[src/rtl/alu_pkg.sv]
// alu_pkg
// Shared definitions for the execute-stage ALU and the ALU control decoder.
// Both sides import this package so that they agree on one opcode table.
//   - ALU_* : 4-bit ALUOperation opcode constants
//   - alu_state_t : execute-unit FSM state encoding
package alu_pkg;

    localparam logic [3:0] ALU_AND = 4'b0000;
    localparam logic [3:0] ALU_OR  = 4'b0001;
    localparam logic [3:0] ALU_NOR = 4'b0010;
    localparam logic [3:0] ALU_ADD = 4'b0011;
    localparam logic [3:0] ALU_SQU = 4'b0100;
    localparam logic [3:0] ALU_MOV = 4'b1111;

    typedef enum logic [1:0] {
        ST_IDLE = 2'd0,
        ST_EXEC = 2'd1,
        ST_SQ   = 2'd2,
        ST_DONE = 2'd3
    } alu_state_t;

    // True when the opcode is handled by the iterative squarer.
    function automatic logic is_multicycle(input logic [3:0] op);
        return (op == ALU_SQU);
    endfunction

endpackage

[src/rtl/alu_squarer.sv]
// alu_squarer
// Iterative shift-add squarer. One partial product is folded into the
// accumulator per step, so a full square takes WIDTH steps.
// Ports:
//   clk     : rising-edge clock
//   reset   : asynchronous active-low reset
//   load    : clear the accumulator and load A as multiplicand and multiplier
//   step    : perform one shift-add iteration (ignored once finished)
//   A       : operand to square (sampled on load)
//   product : full 2*WIDTH-bit accumulator
//   last    : high once all WIDTH iterations have completed
module alu_squarer
    import alu_pkg::*;
#(
    parameter int WIDTH = 32
) (
    input  logic                 clk,
    input  logic                 reset,
    input  logic                 load,
    input  logic                 step,
    input  logic [WIDTH-1:0]     A,
    output logic [2*WIDTH-1:0]   product,
    output logic                 last
);

    localparam int CW = (WIDTH > 1) ? $clog2(WIDTH) : 1;
    localparam logic [CW-1:0] COUNT_LAST = CW'(WIDTH - 1);

    logic [2*WIDTH-1:0] acc;
    logic [2*WIDTH-1:0] multiplicand;
    logic [WIDTH-1:0]   multiplier;
    logic [CW-1:0]      count;
    logic               finished;

    // Once 'finished' is set the accumulator is frozen, so the FSM may take
    // an extra cycle to pick up the product without disturbing it.
    always_ff @(posedge clk or negedge reset) begin
        if (!reset) begin
            acc          <= '0;
            multiplicand <= '0;
            multiplier   <= '0;
            count        <= '0;
            finished     <= 1'b0;
        end else if (load) begin
            acc          <= '0;
            multiplicand <= {{WIDTH{1'b0}}, A};
            multiplier   <= A;
            count        <= '0;
            finished     <= 1'b0;
        end else if (step && !finished) begin
            if (multiplier[0]) begin
                acc <= acc + multiplicand;
            end
            multiplicand <= multiplicand << 1;
            multiplier   <= multiplier >> 1;
            if (count == COUNT_LAST) begin
                count    <= '0;
                finished <= 1'b1;
            end else begin
                count <= count + 1'b1;
            end
        end
    end

    assign product = acc;
    assign last    = finished;

endmodule

[src/rtl/alu_exec_unit.sv]
// alu_exec_unit
// Execute-stage ALU with a start/busy/done handshake. Logic ops, ADD and MOV
// complete through a single EXEC cycle; SQU runs on the iterative squarer.
// Ports:
//   clk          : rising-edge clock
//   reset        : asynchronous active-low reset
//   start        : request, sampled only while idle
//   ALUOperation : opcode from alu_pkg
//   A, B         : operands (latched on the accepting edge)
//   busy         : high from the accepting edge through the done cycle
//   done         : one-cycle pulse when the result becomes valid
//   ALUResult    : registered result, held until the next done
//   Zero         : ALUResult == 0
//   Overflow     : ADD signed overflow or SQU truncation
module alu_exec_unit
    import alu_pkg::*;
#(
    parameter int WIDTH = 32
) (
    input  logic              clk,
    input  logic              reset,
    input  logic              start,
    input  logic [3:0]        ALUOperation,
    input  logic [WIDTH-1:0]  A,
    input  logic [WIDTH-1:0]  B,
    output logic              busy,
    output logic              done,
    output logic [WIDTH-1:0]  ALUResult,
    output logic              Zero,
    output logic              Overflow
);

    alu_state_t          state;
    logic [3:0]          op_code;
    logic [WIDTH-1:0]    op_a;
    logic [WIDTH-1:0]    op_b;

    logic [WIDTH-1:0]    exec_result;
    logic                exec_ovf;
    logic [WIDTH-1:0]    sum;

    logic                accept;
    logic                sq_load;
    logic                sq_step;
    logic [2*WIDTH-1:0]  sq_product;
    logic                sq_last;

    assign accept  = (state == ST_IDLE) && start;
    assign sq_load = accept && is_multicycle(ALUOperation);
    assign sq_step = (state == ST_SQ);

    alu_squarer #(.WIDTH(WIDTH)) u_squarer (
        .clk     (clk),
        .reset   (reset),
        .load    (sq_load),
        .step    (sq_step),
        .A       (A),
        .product (sq_product),
        .last    (sq_last)
    );

    // Single-cycle datapath, fed only from the latched operands so that
    // input changes after acceptance cannot leak into the result.
    always_comb begin
        exec_result = '0;
        exec_ovf    = 1'b0;
        sum         = op_a + op_b;
        case (op_code)
            ALU_AND: exec_result = op_a & op_b;
            ALU_OR:  exec_result = op_a | op_b;
            ALU_NOR: exec_result = ~(op_a | op_b);
            ALU_ADD: begin
                exec_result = sum;
                exec_ovf    = (op_a[WIDTH-1] == op_b[WIDTH-1]) &&
                              (sum[WIDTH-1] != op_a[WIDTH-1]);
            end
            ALU_MOV: exec_result = op_b;
            default: begin
                exec_result = '0;
                exec_ovf    = 1'b0;
            end
        endcase
    end

    // Control FSM and output registers. Results are only written on the
    // transition into DONE so they stay stable between operations.
    always_ff @(posedge clk or negedge reset) begin
        if (!reset) begin
            state     <= ST_IDLE;
            op_code   <= '0;
            op_a      <= '0;
            op_b      <= '0;
            busy      <= 1'b0;
            done      <= 1'b0;
            ALUResult <= '0;
            Zero      <= 1'b1;
            Overflow  <= 1'b0;
        end else begin
            done <= 1'b0;
            case (state)
                ST_IDLE: begin
                    if (start) begin
                        op_code <= ALUOperation;
                        op_a    <= A;
                        op_b    <= B;
                        busy    <= 1'b1;
                        state   <= is_multicycle(ALUOperation) ? ST_SQ : ST_EXEC;
                    end
                end
                ST_EXEC: begin
                    ALUResult <= exec_result;
                    Zero      <= (exec_result == '0);
                    Overflow  <= exec_ovf;
                    done      <= 1'b1;
                    state     <= ST_DONE;
                end
                ST_SQ: begin
                    // The squarer freezes after its final step; the product
                    // is captured on the following edge.
                    if (sq_last) begin
                        ALUResult <= sq_product[WIDTH-1:0];
                        Zero      <= (sq_product[WIDTH-1:0] == '0);
                        Overflow  <= |sq_product[2*WIDTH-1:WIDTH];
                        done      <= 1'b1;
                        state     <= ST_DONE;
                    end
                end
                ST_DONE: begin
                    busy  <= 1'b0;
                    state <= ST_IDLE;
                end
                default: begin
                    busy  <= 1'b0;
                    state <= ST_IDLE;
                end
            endcase
        end
    end

endmodule

[config.mk]
export PLATFORM = sky130hd
export DESIGN_NAME = alu_exec_unit
export DESIGN_NICKNAME = d
export VERILOG_FILES = /design/src/rtl/alu_pkg.sv /design/src/rtl/alu_squarer.sv /design/src/rtl/alu_exec_unit.sv
export SDC_FILE = /design/constraint.sdc
export NUM_CORES = 1
export LEC_CHECK = 0
export ABC_AREA = 1
export BUFFER_PORTS_ARGS = -buffer_cell sky130_fd_sc_hd__buf_4
export CORE_AREA = 2 2 181 200
export CTS_BUF_LIST = sky130_fd_sc_hd__clkbuf_8 sky130_fd_sc_hd__clkbuf_16
export DETAILED_ROUTE_END_ITERATION = 7
export DIE_AREA = 0 0 183 202
export GPL_TIMING_DRIVEN = 0
export HOLD_SLACK_MARGIN = 0.03
export PLACE_DENSITY_LB_ADDON = 0.12
export SLEW_MARGIN = 20
export SYNTH_ARGS = -nofsm -noshare
export SYNTH_HDL_FRONTEND = slang
export SYNTH_HIERARCHICAL = 1
export SYNTH_SLANG_ARGS = --single-unit
[constraint.sdc]
create_clock -name clk -period 7 [get_ports clk]
set_clock_uncertainty 0.1 [all_clocks]
set_input_delay 1.4 -clock clk [delete_from_list [all_inputs] [get_ports clk]]
set_output_delay 1.4 -clock clk [all_outputs]
set_load 0.02 [all_outputs]
# Yosys cells after proc, flatten, opt, wreduce, memory -nomap -nowiden
# Cells that the tools add are included.
totals:
  romBits: 0
  latchBits: 0
  mem_count: 0
  ram_bits: 0
  output_inout_bits: 36
  word_cells: 83
  regBits: 272
  in_bits: 71
classes:
  magnitude_cmp: 0
  eq_ne: 13
  multipliers: 0
  add_sub_neg: 3
  n_div: 0
  shift: 0
  n_mux: 29
  n_reduce_logical: 21
  bitwise: 3
ops:
  columns: ["operator", "count"]
  rows:
  - ["64-bit 2-to-1 mux", 5]
  - ["32-bit one-hot mux with 5 select lines", 1]
  - ["32-bit 2-to-1 mux", 3]
  - ["64-bit adder", 1]
  - ["32-bit logical NOT", 2]
  - ["32-bit one-hot mux with 2 select lines", 1]
  - ["32-bit adder", 1]
  - ["32-bit AND", 1]
  - ["32-bit NOT", 1]
  - ["32-bit OR", 1]
  - ["32-bit OR reduction", 1]
  - ["5-bit 2-to-1 mux", 3]
  - ["2-bit AND reduction", 6]
  - ["2-bit nonzero test", 5]
  - ["4-bit by 2-bit == test with 1-bit output, second input constant", 2]
  - ["1-bit 2-to-1 mux", 8]
  - ["1-bit one-hot mux with 2 select lines", 4]
  - ["2-bit one-hot mux with 4 select lines", 1]
  - ["2-bit 2-to-1 mux", 3]
  - ["5-bit by 1-bit adder with 5-bit output, second input constant", 1]
  - ["5-bit == test, second input constant", 1]
  - ["2-bit == test, second input constant", 2]
  - ["4-bit by 1-bit == test with 1-bit output, second input constant", 1]
  - ["4-bit by 3-bit == test with 1-bit output, second input constant", 1]
  - ["9 further kinds", 13]

# Longest topological paths before layout
depth:
  word_depth: 5
  depth_mapped: 20
  depth_no_buf: 20

# Hierarchy
# Netlist, hierarchy kept.
modules_own_cells:
  columns: ["module", "area_each_um2", "n_inst", "cells_per_inst"]
  rows:
  - ["alu_squarer", 12529.5, 1, 1961]
  - ["alu_exec_unit", 8549.4, 1, 1320]

# Least setup slack after synthesis
# No wires, ideal clock.
synth_timing:
  path_type: "input-to-reg"
  startpoint: "input ALUOperation[1]"
  endpoint: "register u_squarer.acc[13] (netlist: u_squarer/product[13])"
  path_buffers: 2
  t_arrival_ps: 2706
  slack_ps: 4071
  setup_time_ps: 123
  stages: 10
  cell_sequence: "nor4_1 inv_1 nor2_1 buf_2 nor2_2 nand2_1 clkbuf_1 a21oi_1 o21ai_0 nand2_1"
synth_between:
  elab_chain_len: 4
  word_cells_on_any_way: 6
  cone_classes: "eq/ne: 1; mux: 1; reduce/logical: 4"
synth_rtl:
  columns: ["item", "line", "text"]
  rows:
  - ["start: declaration", "alu_exec_unit.sv:23", "input logic [3:0] ALUOperation,"]
  - ["4-bit by 3-bit == test with 1-bit output *", "alu_pkg.sv:24", "return (op == ALU_SQU);"]
  - ["1-bit logical AND *", "alu_exec_unit.sv:49", "assign sq_load = accept && is_multicycle(ALUOperation);"]
  - ["net sq_load", "alu_exec_unit.sv:43", "logic sq_load;"]
  - ["2-bit nonzero test (no source line)", null, null]
  - ["2-bit AND reduction (no source line)", null, null]
  - ["end signal: assignment", "alu_squarer.sv:52", "acc <= acc + multiplicand;"]
  - ["end: declaration", "alu_squarer.sv:29", "logic [2*WIDTH-1:0] acc;"]
# Mark *: on every way through the listed nets, which the timed path passes. The rest lies on a longest branch.
# A chain may end at the register's enable or synchronous reset.

# Final worst setup path
layout_timing:
  startpoint: "input ALUOperation[1]"
  endpoint: "register u_squarer.acc[2] (netlist: u_squarer/product[2])"
# Same word-level chain as after synthesis.

==> flow_summary.yaml <==
cts:
  cts_resized: 0
  h-tree-depth: 1
  clockRootBuffer: "clkbuf_16"
  post-cts-setup-buffers: 0
  cts_tree: "done"
  clock_path_buffers: 3
  cts_sinks: 272
  hold_buffers: 0
  numCtsBuffers: 30
  path_clk_slew_ps: 60
  insertion_delay_ps: 610
final_layout:
  layout.nets: 3630
  layout_common_cells: "nand2_1, inv_1, dfrtp_1"
  final_common_cell: "nand2_1"
  fillers: 3217
  fin_util_pct: 67.4
  syn2layout_area_growth_pct: 11.7
  diodes: 0
  regArea_um2: 6810
  multi_input_area_um2: 11600
  drive_gt1_share_pct: 8.80
worst_setup_path:
  path_class: "input port to flop"
  critPathCaptureType: "flop"
  crit_arrival_ps: 4090
  cp-startpoint: "ALUOperation[1]"
  crit_path_max_fanout: 10
  reg2reg_from: "state[0]"
  critPathLaunchType: "input port"
  critPathRequiredTime_ps: 7320
sta:
  finalCriticalPeriod_ps: 3770
  finalCritPeriodShare_pct: 53.8
  rsz0062_at_grt: "no"
  setup_viol: 0
  tightest_slew_ps: 908
  max_freq_mhz: 265
  hold_violations: 0
  setup-tns-final_ps: 0
  max-slew-margin-rel_pct: 39.5
  drv_slew: 0
power:
  irDropWorstVdd_mv: 0.335
  power_per_cell_area_nw_per_um2: 451
  power_frac_seq_pct: 26.3
  intPower_mw: 5.15
  p_sw_share_pct: 51.4
  switchingPower_mw: 5.46
  p_leak_nw: 13.2
  combPwrFrac_pct: 58.1
  p_clk_share_pct: 15.6
route:
  ant_nets: 0
  finalWirelength_um: 80300
  drt_iter0_markers: 2009
  drc_errors: 0
  drt-pass1-iter-count: 8
  wl_per_cell_um: 20.6
  vias_per_cell: 5.79
  vias: 22500
global_routing:
  grt_max_degree: 86
  top_usage_layer: "met2"
  track_usage_pct: 43.8
  grt-ovfl-total: 0
  use_met1_pct: 46.3
  grt_pass1_wl_um: 123000
  grt_pass1_vias: 22400
  grt_antenna_before_repair: 0
  use_met3_pct: 8.70
  grt_use_met2_pct: 73.5
floorplanning:
  die_h_um: 202
  start_util_pct: 60.3
  ioPinCount: 107
  die_w_um: 183
  fp.coreArea_um2: 35000
  row_count: 72
  die-area_um2: 37000
hold_path:
  min_from: "ALUResult[17]"
  hold_class: "flop to flop"
logic_synthesis:
  netlist_area_um2: 21100
  ys.flop_type: "dfrtp_1"
  ys_ff_latch: 272
  avgSynthCellArea_um2: 6.42
  syn_inst: 3281
  synth_seq_area_share_pct: 32.3
  ys_types: 54
  synth_fp_nets: 3488
  yosysWarnings: 6
  async_reset_ff_share_pct: 100
  synth_edf_count: 0
flow_run:
  drv_cap: 0
placed_design:
  portBuffers: 106
  gp_congestion: 1.02
  dp_hpwl_um: 63600
outcome:
  status: "completed"
-- through the flow --
stage | std cells | hold WS, ps | cell area, µm² | worst slack [ps] | total power, mW
2_1_floorplan | 3281 | 354 | 21100 | 4070 | 6.75
3_3_place_gp | 3831 | 371 | 22400 | 2080 | 8.51
3_5_place_dp | 3834 | 370 | 22500 | 2840 | 8.70
4_1_cts | 3888 | 387 | 23500 | 3410 | 10.4
5_1_grt | 3889 | 407 | 23500 | 3180 | 11.3
6_report | 3889 | 385 | 23500 | 3230 | 10.6
-- Yosys cell counts, drive strengths merged (17+ instances only) --
library cell | instances | share of area, %
a21oi | 120 | 2.9
buf | 35 | 0.90
clkbuf | 50 | 0.89
dfrtp | 271 | 32
ha | 134 | 8.0
inv | 622 | 11
nand2 | 1222 | 22
nand3 | 191 | 4.8
nand4 | 23 | 0.68
nor2 | 233 | 4.6
nor3 | 22 | 0.64
o211ai | 33 | 1.2
o21ai | 167 | 4.0
o221ai | 30 | 1.2
o22ai | 26 | 0.77
o31ai | 17 | 0.61
-- metal layers --
| metal | vias to the layer above | wire length (µm) |
|---|---|---|
| met5 | - | 0 |
| met4 | 0 | 8620 |
| met3 | 405 | 6350 |
| met2 | 1158 | 37900 |
| met1 | 10400 | 27300 |
| li1 | 10500 | - |
-- final cells by class --
type	count	area share, %
Sequential cell	272	28.9
Multi-Input combinational cell	2300	49.1
Timing Repair Buffer	110	3.79
Clock inverter	19	0.749
Clock buffer	35	3.53
Tap cell	444	2.36
Buffer	85	1.60
Inverter	624	9.95
-- state kept, by name (all words and copies together), names as in the netlist --
signal	flops
Overflow	1
ALUResult	32
u_squarer/count	5
Zero	1
done	1
op_code	4
busy	1
state	2
op_a	32
u_squarer/multiplicand	64
u_squarer/multiplier	32
u_squarer/last	1
op_b	32
u_squarer/product	64
-- worst paths after layout --
check,to,cells past startpoint,slack (ps)
worst min register to register,ALUResult[17],2,380
worst max-delay path,u_squarer/product[2],9,3230
min in group asynchronous,u_squarer/product[36],1,570
worst min-delay path,ALUResult[17],2,380
max in group asynchronous,op_code[1],2,5390
worst max register to register,ALUResult[2],9,3240
-- power groups by stage --
| stage | combinational (mW) | clock, mW | sequential [mW] |
|---|---|---|---|
| finish | 6.16 | 1.66 | 2.79 |
| global route | 6.79 | 1.71 | 2.84 |
| CTS | 5.99 | 1.66 | 2.76 |
| detailed placement | 5.93 | 0 | 2.77 |
| global placement | 5.76 | 0 | 2.74 |
| floorplan | 4.09 | 0 | 2.66 |
-- logic make-up after synthesis --
family,synth area share (%)
AND/OR/NAND/NOR,34.4
buffers and inverters,12.9
AO/OA/AOI/OAI,12.0
flip-flops,32.3
adder cells (fa/ha/maj),8.14
XOR/XNOR,0.208
-- critical path: stages --
cell and delay (ps):
buf_4 120, nor4_1 770, inv_1 130, nor2_1 140, buf_2 270, nor2_2 160
nand2_1 190, clkbuf_1 680, o21ai_0 230
(Power assumes the default switching activity.)
